`src/rtl/mem_stage.sv`:
```
// Memory pipeline stage: EX/MEM capture, req/ack data-memory access with timeout,
// and MEM/WB output register. Upstream is stalled while an access is outstanding.
module mem_stage #(
  parameter int DATA_W  = 32,
  parameter int TIMEOUT = 16
) (
  input  logic              clk,
  input  logic              rst,
  input  logic              in_valid,
  output logic              stall_out,
  input  logic              RegWrite_in,
  input  logic              MemWrite_in,
  input  logic              MemRead_in,
  input  logic              MemToReg_in,
  input  logic              MemSrc_in,
  input  logic              pop_in,
  input  logic [4:0]        DestReg_in,
  input  logic [DATA_W-1:0] EX_in,
  input  logic [DATA_W-1:0] MemWrite_data_in,
  output logic              dmem_req,
  output logic              dmem_we,
  output logic [DATA_W-1:0] dmem_addr,
  output logic [DATA_W-1:0] dmem_wdata,
  input  logic              dmem_ack,
  input  logic [DATA_W-1:0] dmem_rdata,
  output logic              wb_valid,
  output logic              wb_RegWrite,
  output logic [4:0]        wb_DestReg,
  output logic [DATA_W-1:0] wb_data,
  output logic              wb_pop,
  output logic              mem_err
);

  typedef enum logic {IDLE, WAIT} state_t;

  localparam int CNT_W = (TIMEOUT > 1) ? $clog2(TIMEOUT) : 1;

  state_t           state;
  logic [CNT_W-1:0] cnt;
  logic             l_rw;
  logic             l_ld;
  logic             l_pop;
  logic [4:0]       l_dest;
  logic             mem_op;

  assign mem_op    = MemRead_in | MemWrite_in;
  assign stall_out = (state == WAIT);

  // The latched EX result is dmem_addr itself; it is held stable through WAIT.
  always_ff @(posedge clk) begin
    if (rst) begin
      state       <= IDLE;
      cnt         <= '0;
      l_rw        <= 1'b0;
      l_ld        <= 1'b0;
      l_pop       <= 1'b0;
      l_dest      <= '0;
      dmem_req    <= 1'b0;
      dmem_we     <= 1'b0;
      dmem_addr   <= '0;
      dmem_wdata  <= '0;
      wb_valid    <= 1'b0;
      wb_RegWrite <= 1'b0;
      wb_DestReg  <= '0;
      wb_data     <= '0;
      wb_pop      <= 1'b0;
      mem_err     <= 1'b0;
    end else begin
      wb_valid <= 1'b0;
      case (state)
        IDLE: begin
          if (in_valid) begin
            if (!mem_op) begin
              wb_valid    <= 1'b1;
              wb_RegWrite <= RegWrite_in;
              wb_DestReg  <= DestReg_in;
              wb_data     <= EX_in;
              wb_pop      <= pop_in;
            end else begin
              l_rw       <= RegWrite_in;
              l_ld       <= MemToReg_in & MemRead_in & ~MemWrite_in;
              l_pop      <= pop_in;
              l_dest     <= DestReg_in;
              dmem_req   <= 1'b1;
              dmem_we    <= MemWrite_in;
              dmem_addr  <= EX_in;
              dmem_wdata <= MemSrc_in ? EX_in : MemWrite_data_in;
              cnt        <= '0;
              state      <= WAIT;
            end
          end
        end
        WAIT: begin
          if (dmem_ack) begin
            dmem_req    <= 1'b0;
            state       <= IDLE;
            wb_valid    <= 1'b1;
            wb_RegWrite <= l_rw;
            wb_DestReg  <= l_dest;
            wb_data     <= l_ld ? dmem_rdata : dmem_addr;
            wb_pop      <= l_pop;
          end else if (cnt == CNT_W'(TIMEOUT - 1)) begin
            dmem_req    <= 1'b0;
            mem_err     <= 1'b1;
            state       <= IDLE;
            wb_valid    <= 1'b1;
            wb_RegWrite <= 1'b0;
            wb_DestReg  <= l_dest;
            wb_data     <= dmem_addr;
            wb_pop      <= l_pop;
          end else begin
            cnt <= cnt + 1'b1;
          end
        end
        default: state <= IDLE;
      endcase
    end
  end

endmodule
```
`config.mk`:
```
export PLATFORM = sky130hd
export DESIGN_NAME = mem_stage
export DESIGN_NICKNAME = d
export VERILOG_FILES = /design/src/rtl/mem_stage.sv
export SDC_FILE = /design/constraint.sdc
export NUM_CORES = 1
export LEC_CHECK = 0
export ABC_CLOCK_PERIOD_IN_PS = 3000
export BUFFER_PORTS_ARGS = -buffer_cell sky130_fd_sc_hd__buf_4
export CAP_MARGIN = 20
export CORE_UTILIZATION = 35
export CTS_CLUSTER_DIAMETER = 40
export CTS_CLUSTER_SIZE = 12
export DETAILED_ROUTE_END_ITERATION = 8
export PLACE_DENSITY_LB_ADDON = 0.15
export SLEW_MARGIN = 20
export SYNTH_ARGS = -nofsm -noshare
export SYNTH_HDL_FRONTEND = slang
export SYNTH_SLANG_ARGS = --single-unit
```
`constraint.sdc`:
```
create_clock -name clk -period 3 [get_ports clk]
set_input_delay 0.75 -clock clk [delete_from_list [all_inputs] [get_ports clk]]
set_output_delay 0.75 -clock clk [all_outputs]
set_load 0.005 [all_outputs]
```
# Word-level counts from Yosys, hierarchy flattened
# Index checks and enable logic that the tools add are counted.
dict set report totals {
  register_bits 120
  inputBits 111
  out_inout_bits 108
  wordCells 76
}
dict set report op_classes {
  addsub 1
  eq_ne 7
  muxes 41
  bitwise_logic 6
  reduce_logical 5
}
# operator n
set ops {}
lappend ops {{32-bit 2-to-1 mux} 6}
lappend ops {{32-bit one-hot mux with 2 select lines} 1}
lappend ops {{5-bit 2-to-1 mux} 4}
lappend ops {{1-bit 2-to-1 mux} 19}
lappend ops {{4-bit 2-to-1 mux} 4}
lappend ops {{3-bit AND reduction} 4}
lappend ops {{2-bit inequality test, second input constant} 5}
lappend ops {{1-bit one-hot mux with 2 select lines} 5}
lappend ops {{5-bit one-hot mux with 2 select lines} 1}
lappend ops {{4-bit one-hot mux with 2 select lines} 1}
lappend ops {{4-bit by 1-bit adder with 4-bit output, second input constant} 1}
lappend ops {{4-bit == test, second input constant} 1}
lappend ops {{4-bit AND reduction} 1}
lappend ops {{3-bit by 2-bit inequality test with 1-bit output, second input constant} 1}
lappend ops {{1-bit inverter} 3}
lappend ops {{1-bit AND} 2}
lappend ops {{1-bit OR} 1}

# Longest topological paths before layout
# Gate-level depths: netlist of the first run.
dict set report logic_depth {
  ltp_word 4
  depth_mapped 6
  mapped_depth_nobuf 4
}

# Least setup slack after synthesis of the first run
# OpenSTA, ideal clock, no wires.
dict set report synth_path {
  kind {input to register}
  startpoint {in dmem_ack}
  endpoint {reg wb_RegWrite}
  setup_time_ns 0.121
  t_arrival_ns 1.712
  required_ns 2.879
  setup_slack_ns 1.166
  stages 5
  path_buffers 2
  path_cell_list {buf_6 a31oi_2 a2bb2oi_2 buf_6 mux2_4}
}
dict set report synth_via {
  elab_chain_cells 2
  elab_cells_between_ends 4
  cone_classes {eq/ne (1); mux (2); reduce/logical (1)}
}
# item line
set synth_lines {}
lappend synth_lines {{start: declaration} 24} ;# input logic dmem_ack,
lappend synth_lines {{3-bit by 2-bit inequality test with 1-bit output (no source line) or 1-bit 2-to-1 mux (tied branches)} --}
lappend synth_lines {{3-bit AND reduction (no source line) or 1-bit one-hot mux with 2 select lines (tied branches)} --}
lappend synth_lines {{end signal: assignment} 75} ;# wb_RegWrite <= RegWrite_in;
lappend synth_lines {{end signal: assignment} 98} ;# wb_RegWrite <= l_rw;
lappend synth_lines {{end: declaration} 27} ;# output logic wb_RegWrite,
# Several ways; a longest one is shown, not always the timed one.
# A chain may end at the register's enable or synchronous reset.

# Worst setup path in the final report of the first run
dict set report layout_path {
  startpoint {reg state, in the netlist stall_out}
  endpoint {reg cnt[1]}
}
dict set report layout_via {
  elab_chain_cells 3
  elab_cells_between_ends 7
  cone_classes {eq/ne (4); mux (1); bitwise (1); reduce/logical (1)}
}
# item line
set layout_lines {}
lappend layout_lines {{start: declaration} 38} ;# state_t state;
lappend layout_lines {{start signal: assignment} 52} ;# state <= IDLE;
lappend layout_lines {{start signal: assignment} 89} ;# state <= WAIT;
lappend layout_lines {{start signal: assignment} 96} ;# state <= IDLE;
lappend layout_lines {{1-bit inverter (no source line)} --}
lappend layout_lines {{2-bit inequality test (no source line)} --}
lappend layout_lines {{4-bit AND reduction (no source line)} --}
lappend layout_lines {{end signal: assignment} 112} ;# cnt <= cnt + 1'b1;
lappend layout_lines {{end: declaration} 39} ;# logic [CNT_W-1:0] cnt;
# Several ways; a longest one is shown, not always the timed one.

==> results.md, run 1 <==
* EDFF count, synth at 0
* CTS root buf: clkbuf_16
* Ranking of synthesized cells by area: dfxtp_1 (40%), mux2i_1 (12%), a21oi_1 (6.3%)
* Status: completed
* Die X at 133 µm
* Maximum vdd drop at 0.403 mV
* Worst min-delay path class: flip-flop to flip-flop
* Asr flop ratio synth at 0
* Htree depth at 4
* Post-cts resize count at 0
* Antenna Nets Post-Route at 0
* Routing usage on met3 at 0.0521
* Yosys top cell by area: dfxtp_1
* Initial core utilization at 0.361
* Routed WL at 20,100 µm
* Worst EP required at 3.34 ns
* Post-CTS setup buffer count at 0
* Drc violations at 0
* Register area share after synthesis at 0.400
* Placeable Area at 16,600 µm²
* Worst-margin pin slew at 0.954 ns
* Top_reg_cell synth: dfxtp_1
* Worst reg2reg endpoint: cnt[1]$_SDFFE_PP0P_
* Nature of the critical path endpoint: flip-flop
* Period utilization at 0.657
* Top-level I/O count at 219
* # setup viols final at 0
* Post-Syn Nets at 785
* Setup WS pre-CTS at 0.611 ns
* Placer Congestion at 0.805
* 1st-pass router iterations at 5
* Post-Route Utilization at 0.494
* WHS Endpoint: wb_data[24]$_SDFFE_PP0P_
* Unrepaired setup endpoints after global routing: no
* Data arrival, critical path at 2.31 ns
* Met2 Use GR at 0.368
* Chip height at 133 µm
* Hold Path Depth at 2
* Hold Vio Cnt, Final at 0
* Worst rel slew slack at 0.363
* Ys Warns at 0
* Vias at 5,785
* Vias in the first global route at 5,834
* Area of the multi-input gates at 3160 µm²
* Remaining global-route overflow at 0
* P per Cell Area at 562 nW/µm²
* Clock latency on the worst-skew pair at 0.42 ns
* Most common cell in the netlist: dfxtp_1
* CTS tree: yes
* Fin Clk Skew at 0.0104 ns
* Worst Path Class, Setup: flip-flop to flip-flop
* Fillers at 1,549
* Avg Cell Area, Syn at 8.92 µm²
* Hold Crit Start: wb_data[24]$_SDFFE_PP0P_
* Max Cap Viol at 0
* Reg-to-Reg Start: stall_out$_SDFF_PP0_
* DR WL/cell at 18.6 µm
* Worst R2R Path Depth at 4
* Total power at 4.62 mW
* Min cycle time layout at 1.97 ns
* Post-route setup slack at 1.03 ns
* Met1 GRT Util at 0.288
* Mapped Area at 6000 µm²
* Hold Slack at 0.463 ns
* First-pass GRT wire length at 31,500 µm
* Setup_tns at 0 ns
* DR iter-0 viols at 406
* Yosys reg bits at 120
* # hold bufs at CTS at 0
* Final Max Slew Viols at 0
* Worst-case clock buffer depth at 2
* Port bufs at 218
* Post-synth top area share at 0.400
* Area grow syn2layout at 36.9%
* Mapped Cells at 673
* Num Clock Sinks at 120
* Rows at 47
* Highest clock rate at 0.507 GHz
* Busiest grt layer: met2
* Synth unique cells at 36
* Vias per Instance at 5.36
* Layout cell share with drive strength beyond 1 at 0.323
* Tot GR Track Use at 0.226
* Largest net degree at the start of global routing at 69
* Post-synth top cells: dfxtp_1 (120), a21oi_1 (76), nand3_1 (73)
* Final Net Count at 958
* Area occupied by registers at 2400 µm²
* Post-DP HPWL at 13,200 µm
* Slack of the worst reg-to-reg path at 1.03 ns
* Reg clk slew, reported paths at 0.05 ns
* CTS Buf Count at 17
* Die area at 17,700 µm²
* Initial antenna violation count at 1
* Setup crit start kind: flip-flop
* Max FO, Critical Path at 68
* Leakage power at 3.61 nW
layout make-up:
cell class / count / share of cell area
Inverter: 3 / 0.00137
Tap cell: 220 / 0.0335
Clock inverter: 7 / 0.0111
Clock buffer: 24 / 0.0610
Antenna cell: 1 / 0.000304
Multi-Input combinational cell: 473 / 0.385
Timing Repair Buffer: 231 / 0.216
Sequential cell: 120 / 0.293
registers in the layout, indices dropped and copies added (netlist names):
signal / cells
stall_out: 1
dmem_we: 1
mem_err: 1
l_rw: 1
wb_RegWrite: 1
l_pop: 1
dmem_addr: 32
wb_pop: 1
wb_data: 32
l_dest: 5
cnt: 4
dmem_wdata: 32
wb_DestReg: 5
wb_valid: 1
dmem_req: 1
l_ld: 1
where the power goes:
part / total [mW] / switching (mW) / internal, mW
clock network: 2.05 / 0.726 / 1.32
registers: 1.78 / 0.0742 / 1.70
logic: 0.789 / 0.387 / 0.402
stage by stage:
step / instance area, µm² / instances
after CTS: 8220 / 1078
after floorplan: 6000 / 673
after global routing: 8220 / 1079
after detailed placement: 7620 / 1047
after global placement: 7620 / 1047
final: 8220 / 1079
kinds of logic after synthesis:
family / after synthesis / synth area share
and+or+nand+nor: 171 / 0.130
AOI/OAI and AO/OA: 222 / 0.257
buffers and inverters: 80 / 0.0763
adders and majority gates: 1 / 0.00208
DFF: 120 / 0.400
muxes: 79 / 0.134
worst max path at each step:
stage | startpoint | to | slack (ns) | depth (start not counted)
2_1_floorplan | dmem_ack | wb_RegWrite$_SDFFE_PP0P_ | 1.17 | 5
3_3_place_gp | dmem_ack | wb_data[17]$_SDFFE_PP0P_ | 0.73 | 5
3_5_place_dp | dmem_ack | wb_data[13]$_SDFFE_PP0P_ | 0.61 | 5
4_1_cts | stall_out$_SDFF_PP0_ | cnt[1]$_SDFFE_PP0P_ | 1.03 | 4
5_1_grt | stall_out$_SDFF_PP0_ | cnt[1]$_SDFFE_PP0P_ | 0.89 | 4
6_report | stall_out$_SDFF_PP0_ | cnt[1]$_SDFFE_PP0P_ | 1.03 | 4
worst max-delay path: stages (launching register included):
cell and delay [ns]:
dfxtp_2 0.50, buf_4 0.63, nand2b_1 0.17, o22ai_1 0.37, mux2i_1 0.23
layout by cell type (no fill, tap or decap), types with 2 or more instances in the layout:
master and count:
a211oi_1 33, a21bo_1 32, a21oi_1 76, a311o_1 32
buf_12 3, buf_4 228, bufinv_16 2, clkbuf_1 2
clkbuf_16 17, clkbuf_8 5, clkinv_2 3, dfxtp_1 118
dfxtp_2 2, inv_1 2, mux2_2 6, mux2i_1 72
nand2_1 50, nand2b_1 2, nand3_1 73, nor2_1 35
nor2b_1 2, o21ai_0 30, o21ai_1 13
per-layer routing:
metal / wire length, µm / vias up
met5: 0 / -
met4: 336 / 0
met3: 1290 / 27
met2: 9410 / 226
met1: 9020 / 2722
li1: - / 2810
Note: power is estimated with default switching activity, not from simulation.
==> inputs of run 2 (changes only) <==
--- a/config.mk
+++ b/config.mk
@@ -5,7 +5,8 @@
 export SDC_FILE = /design/constraint.sdc
 export NUM_CORES = 1
 export LEC_CHECK = 0
-export ABC_CLOCK_PERIOD_IN_PS = 3000
+export ABC_AREA = 1
+export ABC_CLOCK_PERIOD_IN_PS = 1900
 export BUFFER_PORTS_ARGS = -buffer_cell sky130_fd_sc_hd__buf_4
 export CAP_MARGIN = 20
 export CORE_UTILIZATION = 35
==> constraint.sdc (replaced) <==
create_clock -name clk -period 1.9 [get_ports clk]
set_input_delay 0.475 -clock clk [delete_from_list [all_inputs] [get_ports clk]]
set_output_delay 0.475 -clock clk [all_outputs]
set_load 0.005 [all_outputs]
==> run 2 against run 1 <==
Effect of this change:
- critical endpoint is now stall_out
- routed wire length fell by 9.3%
- critical path type is now flip-flop to output pin
- first-iteration DRC count fell by 15%
- critical path depth fell by 2
- die area fell by 1.4%
- register-to-register slack got worse by 0.69 ns
- combinational power rose by 72%
- sequential share of layout area rose by 0.17 points
- setup slack got worse by 0.84 ns
- power rose by 57%
- clock power rose by 49%
- highest routed layer unchanged
==> results.md, run 2 <==
* Status: completed
* Reg-to-Reg Start: stall_out$_SDFF_PP0_
* # setup viols final at 0 (unchanged)
* Period utilization at 0.901
* Register area share after synthesis at 0.406 (+0.00593)
* Max FO, Critical Path at 48 (-29%)
* Vias at 6,014 (+4.0%)
* Remaining global-route overflow at 0 (unchanged)
* Placeable Area at 16,500 µm² (-0.71%)
* Leakage power at 4.12 nW (+14%)
* Final Net Count at 1,184 (+24%)
* Area occupied by registers at 2400 µm² (about the same)
* Yosys reg bits at 120 (unchanged)
* Nature of the critical path endpoint: output pin
* Wire length on met3 at 1410 µm (+8.7%)
* Slack of the worst reg-to-reg path at 0.34 ns (-0.69 ns)
* Max Cap Viol at 0 (unchanged)
* P per Cell Area at 889 nW/µm² (+58%)
* Hold Path Depth at 3 (+1)
* Fillers at 1,702 (+9.9%)
* N_diodes at 0 (-1)
* Maximum vdd drop at 0.612 mV (+52%)
* DR iter-0 viols at 346 (-15%)
* Fin Clk Skew at 0.00588 ns (-0.00447 ns)
* Clock power share at 0.421 (-0.023)
* Switching power at 1.89 mW (+59%)
* Max layer used: met4
* Tot GR Track Use at 0.212 (-0.0142)
* Vias per Instance at 4.62 (-14%)
* WHS Endpoint: l_dest[4]$_SDFFE_PP0P_
* Final cell count without fillers at 1,301 (+21%)
* Htree depth at 4 (unchanged)
* Top-level I/O count at 219 (unchanged)
* Asr flop ratio synth at 0 (unchanged)
* Setup crit start kind: flip-flop
* Placer Congestion at 0.780 (-3.1%)
* Port bufs at 218 (unchanged)
* Post-synth top cells: nand2_1 (196), nor2_1 (181), dfxtp_1 (120)
* Worst min-delay path class: input port to flip-flop
* Met2 wire len at 8230 µm (-13%)
* Worst EP required at 1.42 ns (-1.92 ns)
* Worst Path Class, Setup: flip-flop to output pin
* Mapped Cells at 882 (+31%)
* Routed WL at 18,200 µm (-9.3%)
* Final Max Slew Viols at 0 (unchanged)
* Most frequent cells in the layout: buf_4 (226), nand2_1 (196), nor2_1 (181)
* Ys Warns at 0 (unchanged)
* Min cycle time layout at 1.71 ns
* Die X at 132 µm (-0.72%)
* Synth unique cells at 27 (-25%)
* Num Clock Sinks at 120 (unchanged)
* # hold bufs at CTS at 0 (unchanged)
* Ranking of synthesized cells by area: dfxtp_1 (41%), nand2_1 (12%), nor2_1 (11%)
* Initial antenna violation count at 0 (-1)
* First-pass GRT wire length at 29,000 µm (-7.8%)
* Reg clk slew, reported paths at 0.05 ns (about the same)
* Largest net degree at the start of global routing at 67 (-2.9%)
* Avg Cell Area, Syn at 6.71 µm² (-25%)
* Drc violations at 0 (unchanged)
* Worst-margin pin slew at 0.813 ns (-0.142 ns)
* Placed instance area at 7610 µm² (-0.16%)
* Vias in the first global route at 5,418 (-7.1%)
* DR WL/cell at 14.0 µm (-25%)
* Data arrival, critical path at 1.24 ns (-1.07 ns)
* Area grow syn2layout at 38.1%
* Mapped Area at 5910 µm² (-1.5%)
* Area of the multi-input gates at 2800 µm² (-11%)
* Highest clock rate at 0.584 GHz
* CTS Buf Count at 17 (unchanged)
* Switching share of power at 0.260 (+0.00321)
* 1st-pass router iterations at 5 (unchanged)
* Worst reg2reg endpoint: l_dest[4]$_SDFFE_PP0P_
* Number of placed cells counting well taps at 1,273 (+22%)
* Worst R2R Path Depth at 5 (+1)
* Antenna Nets Post-Route at 0 (unchanged)
* Setup_tns at 0 ns (unchanged)
* Comb pwr share at 0.187 (+0.016)
* Post-CTS setup buffer count at 0 (unchanged)
* CTS root buf: clkbuf_16
* Post-Route Utilization at 0.494 (about the same)
* Top_reg_cell synth: dfxtp_1
* Hold Crit Start: DestReg_in[4]
* Sequential share of power at 0.392 (+0.007)
* Rows at 47 (unchanged)
* Clock latency on the worst-skew pair at 0.41 ns (about the same)
* Final instance area at 8170 µm² (-0.64%)
* Layout cell share with drive strength beyond 1 at 0.253 (-0.0694)
* Met1 wire length at 8410 µm (-6.8%)
* Post-cts resize count at 0 (unchanged)
* Post-synth top area share at 0.406 (+0.00593)
* Worst rel slew slack at 0.457 (+0.0946)
* Post-DP HPWL at 12,200 µm (-7.7%)
* Most common cell in the netlist: nand2_1
* Top flop regs: dmem_addr x32, dmem_wdata x32, wb_data x32
* Initial core utilization at 0.358 (-0.00273)
* Chip height at 132 µm (-0.72%)
* Die area at 17,400 µm² (-1.4%)
* Unrepaired setup endpoints after global routing: no
* CTS tree: yes
* Worst-case clock buffer depth at 2 (unchanged)
* Hold Vio Cnt, Final at 0 (unchanged)
* EDFF count, synth at 0 (unchanged)
* Yosys top cell by area: dfxtp_1
* Commonest non-fill, non-tap cell in the layout: buf_4
* Internal at 5.37 mW (+56%)
* Post-Syn Nets at 994 (+27%)
## run 2: how the worst max path moves through the flow
stage                               startpoint                  endpoint  slack [ns]  depth (start not counted)
after floorplan                       dmem_ack  wb_data[17]$_SDFFE_PP0P_        0.62                          8
after global placement                in_valid         l_ld$_SDFFE_PP0P_        0.09                          7
after detailed placement              in_valid    l_dest[4]$_SDFFE_PP0P_        0.05                          7
after CTS                 stall_out$_SDFF_PP0_                 stall_out        0.18                          2
after global routing      stall_out$_SDFF_PP0_                 stall_out        0.14                          2
final                     stall_out$_SDFF_PP0_                 stall_out        0.19                          2
## run 2: worst max-delay path, cell delays in order, from the launching register on
cell	delay [ns]
dfxtp_2	0.38
buf_12	0.28
buf_4	0.17
## run 2: layout make-up
class,instances,area share
clock buffers,25,0.0631
clock inverters,3,0.00490
inverters,78,0.0363
multi-input cells,622,0.343
flip-flops and latches,120,0.294
well taps,220,0.0337
repair buffers,233,0.225
## run 2: logic make-up (layout without fill, tap and decap cells)
logic type,after synthesis,count (layout),share of synthesized area
simple gates,442,442,0.319
compound gates,178,178,0.151
buf+inv,140,339,0.121
flops,120,120,0.406
fa+ha+maj,1,1,0.00212
xor+xnor,1,1,0.00148
## run 2: through the flow
step	hold slack [ns]	setup slack, ns	power [mW]
after floorplan	0.455	0.616	3.61
after global placement	0.450	0.0875	4.25
after detailed placement	0.459	0.0526	4.26
after CTS	0.317	0.175	7.33
after global routing	0.334	0.140	7.62
final	0.333	0.188	7.26
## run 2: per-layer routing
layer	vias to the layer above	global-route usage
li1	3152	-
met5	-	0
met1	2659	0.283
met2	194	0.328
met4	0	0.0568
met3	9	0.0677
## run 2: power groups by stage
| stage | sequential (mW) | clock, mW | combinational (mW) |
|---|---|---|---|
| 2_1_floorplan | 2.90 | 0 | 0.711 |
| 3_3_place_gp | 2.89 | 0 | 1.36 |
| 3_5_place_dp | 2.90 | 0 | 1.37 |
| 4_1_cts | 2.84 | 3.11 | 1.37 |
| 5_1_grt | 2.87 | 3.21 | 1.53 |
| 6_report | 2.84 | 3.06 | 1.36 |
==> inputs of run 3 (changes only) <==
==> constraint.sdc (replaced) <==
create_clock -name clk -period 1.9 [get_ports clk]
set_input_delay 0.095 -clock clk [delete_from_list [all_inputs] [get_ports clk]]
set_output_delay 0.095 -clock clk [all_outputs]
set_load 0.005 [all_outputs]
==> run 3 against run 2 <==
Effect of this change:
- sequential share of layout area shrank 1.5 points
- power grew 7.1%
- non-clock buffer count grew 35
- count of clock-buffer cells in the layout is the same
- core utilization grew 2.6 points
- final cell count grew 3.0%
- maximum frequency grew 4.6%
- setup slack gained 0.076 ns
- routed wire length grew 2.3%
- critical path type is now flip-flop to flip-flop
- critical endpoint is now wb_data[27]$_SDFFE_PP0P_
- largest cell class unchanged
- largest power group unchanged
==> results.md, run 3 (same netlist as run 2, synthesis figures left out) <==
* Status: completed
* Worst rel slew slack at 0.434 (-0.0234)
* DR WL/cell at 13.9 µm (-0.68%)
* Fin Clk Skew at 0.00674 ns (+0.000853 ns)
* Rows at 47 (unchanged)
* Placer Congestion at 0.755 (-3.3%)
* CTS Buf Count at 17 (unchanged)
* Routed WL at 18,600 µm (+2.3%)
* Worst min-delay path class: input port to flip-flop
* Maximum vdd drop at 0.603 mV (-1.4%)
* Commonest non-fill, non-tap cell in the layout: buf_4
* Die X at 132 µm (unchanged)
* Placeable Area at 16,500 µm² (unchanged)
* Tot GR Track Use at 0.218 (+0.00562)
* Data arrival, critical path at 1.98 ns (+0.74 ns)
* 1st-pass router iterations at 5 (unchanged)
* Vias at 6,168 (+2.6%)
* First-pass GRT wire length at 29,800 µm (+2.9%)
* # setup viols final at 0 (unchanged)
* Vias per Instance at 4.60 (-0.42%)
* Max FO, Critical Path at 36 (-25%)
* Antenna Nets Post-Route at 0 (unchanged)
* Worst-margin pin slew at 0.848 ns (+0.0351 ns)
* Post-DP HPWL at 12,500 µm (+2.6%)
* P per Cell Area at 904 nW/µm² (+1.7%)
* Final Max Slew Viols at 0 (unchanged)
* Unrepaired setup endpoints after global routing: no
* Chip height at 132 µm (unchanged)
* Vias in the first global route at 5,667 (+4.6%)
* Port bufs at 218 (unchanged)
* N_diodes at 0 (unchanged)
* Htree depth at 4 (unchanged)
* CTS root buf: clkbuf_16
* Worst EP required at 2.24 ns (+0.82 ns)
* Setup crit start kind: flip-flop
* Area grow syn2layout at 45.3%
* Top flop regs: dmem_addr x32, dmem_wdata x32, wb_data x32
* Highest clock rate at 0.611 GHz (+4.6%)
* Clock latency on the worst-skew pair at 0.41 ns (about the same)
* Top-level I/O count at 219 (unchanged)
* Slack of the worst reg-to-reg path at 0.26 ns (-0.08 ns)
* Reg-to-Reg Start: stall_out$_SDFF_PP0_
* Nature of the critical path endpoint: flip-flop
* CTS tree: yes
* Fillers at 1,674 (-1.6%)
* Worst-case clock buffer depth at 2 (unchanged)
* Min cycle time layout at 1.64 ns (-0.0755 ns)
* Most frequent cells in the layout: buf_4 (226), nand2_1 (196), nor2_1 (181)
* Remaining global-route overflow at 0 (unchanged)
* CP startpoint: stall_out$_SDFF_PP0_
* Max Cap Viol at 0 (unchanged)
* Final Net Count at 1,219 (+3.0%)
* Hold Vio Cnt, Final at 0 (unchanged)
* Endpoint of the worst setup timing path: wb_data[27]$_SDFFE_PP0P_
* Layout cell share with drive strength beyond 1 at 0.246 (-0.00704)
* Setup WS pre-CTS at 0.250 ns (+0.197 ns)
* Worst Path Class, Setup: flip-flop to flip-flop
* Period utilization at 0.861 (-0.0398)
* Post-route setup slack at 0.264 ns (+0.0755 ns)
* Largest net degree at the start of global routing at 65 (-3.0%)
* DR iter-0 viols at 445 (+29%)
* Leakage power at 4.30 nW (+4.4%)
* Reg clk slew, reported paths at 0.06 ns (about the same)
* Worst R2R Path Depth at 6 (+1)
* Post-Route Utilization at 0.520 (+0.0259)
* Initial core utilization at 0.358 (unchanged)
* Post-CTS setup buffer count at 0 (unchanged)
* Num Clock Sinks at 120 (unchanged)
* Worst reg2reg endpoint: wb_data[27]$_SDFFE_PP0P_
* Die area at 17,400 µm² (unchanged)
* Initial antenna violation count at 0 (unchanged)
* Total power at 7.77 mW (+7.1%)
* Drc violations at 0 (unchanged)
* Setup_tns at 0 ns (unchanged)
-- run 3: repair_timing --
item	4_1_cts	5_1_grt
resized for setup	0	0
hold buffers	36	0
hold endpoints to repair	45	0
-- run 3: how the worst min path moves through the flow --
| stage | cells after the start | end | startpoint | slack, ns |
|---|---|---|---|---|
| 2_1_floorplan | 2 | l_dest[4]$_SDFFE_PP0P_ | DestReg_in[4] | 0.24 |
| 3_3_place_gp | 3 | l_dest[4]$_SDFFE_PP0P_ | DestReg_in[4] | 0.36 |
| 3_5_place_dp | 3 | l_dest[4]$_SDFFE_PP0P_ | DestReg_in[4] | 0.37 |
| 4_1_cts | 3 | dmem_addr[24]$_SDFFE_PP0P_ | EX_in[24] | 0.002 |
| 5_1_grt | 3 | dmem_addr[24]$_SDFFE_PP0P_ | EX_in[24] | 0.02 |
| 6_report | 3 | dmem_addr[24]$_SDFFE_PP0P_ | EX_in[24] | 0.005 |
-- run 3: area by class of cell --
class / count / area (µm²) / area share
timing repair buffer: 268 / 2180 / 0.253
sequential: 120 / 2400 / 0.280
multi-input combinational: 622 / 2800 / 0.326
tap: 220 / 275 / 0.0320
inverter: 78 / 297 / 0.0345
clock buffer: 25 / 505 / 0.0588
clock inverter: 7 / 138 / 0.0160
-- run 3: power breakdown --
group | switching, mW | internal, mW | leakage (nW) | total (mW)
clock network | 1.14 | 2.37 | 0.313 | 3.51
logic | 0.707 | 0.707 | 3.00 | 1.41
registers | 0.116 | 2.73 | 0.990 | 2.85
-- run 3: stage by stage --
stage,hold WS (ns),area [µm²],instances
after floorplan,0.238,5910,882
after global placement,0.355,7590,1272
after detailed placement,0.366,7590,1272
after CTS,0.00191,8590,1340
after global routing,0.0171,8590,1340
final,0.00496,8590,1340
-- run 3: worst max-delay path: stages (launching register included) --
cell and delay [ns]:
dfxtp_2 0.51, nor2_4 0.10, nand2_4 0.24, nand3_4 0.14, inv_4 0.34, nor2_1 0.11, nor2_1 0.10
-- run 3: metal layers --
metal  up-vias  wire, µm  track usage
li1       3231         -            -
met1      2725      8650        0.287
met2       192      8380        0.339
met3        20      1270       0.0592
met4         0       308       0.0820
met5         -         0            0
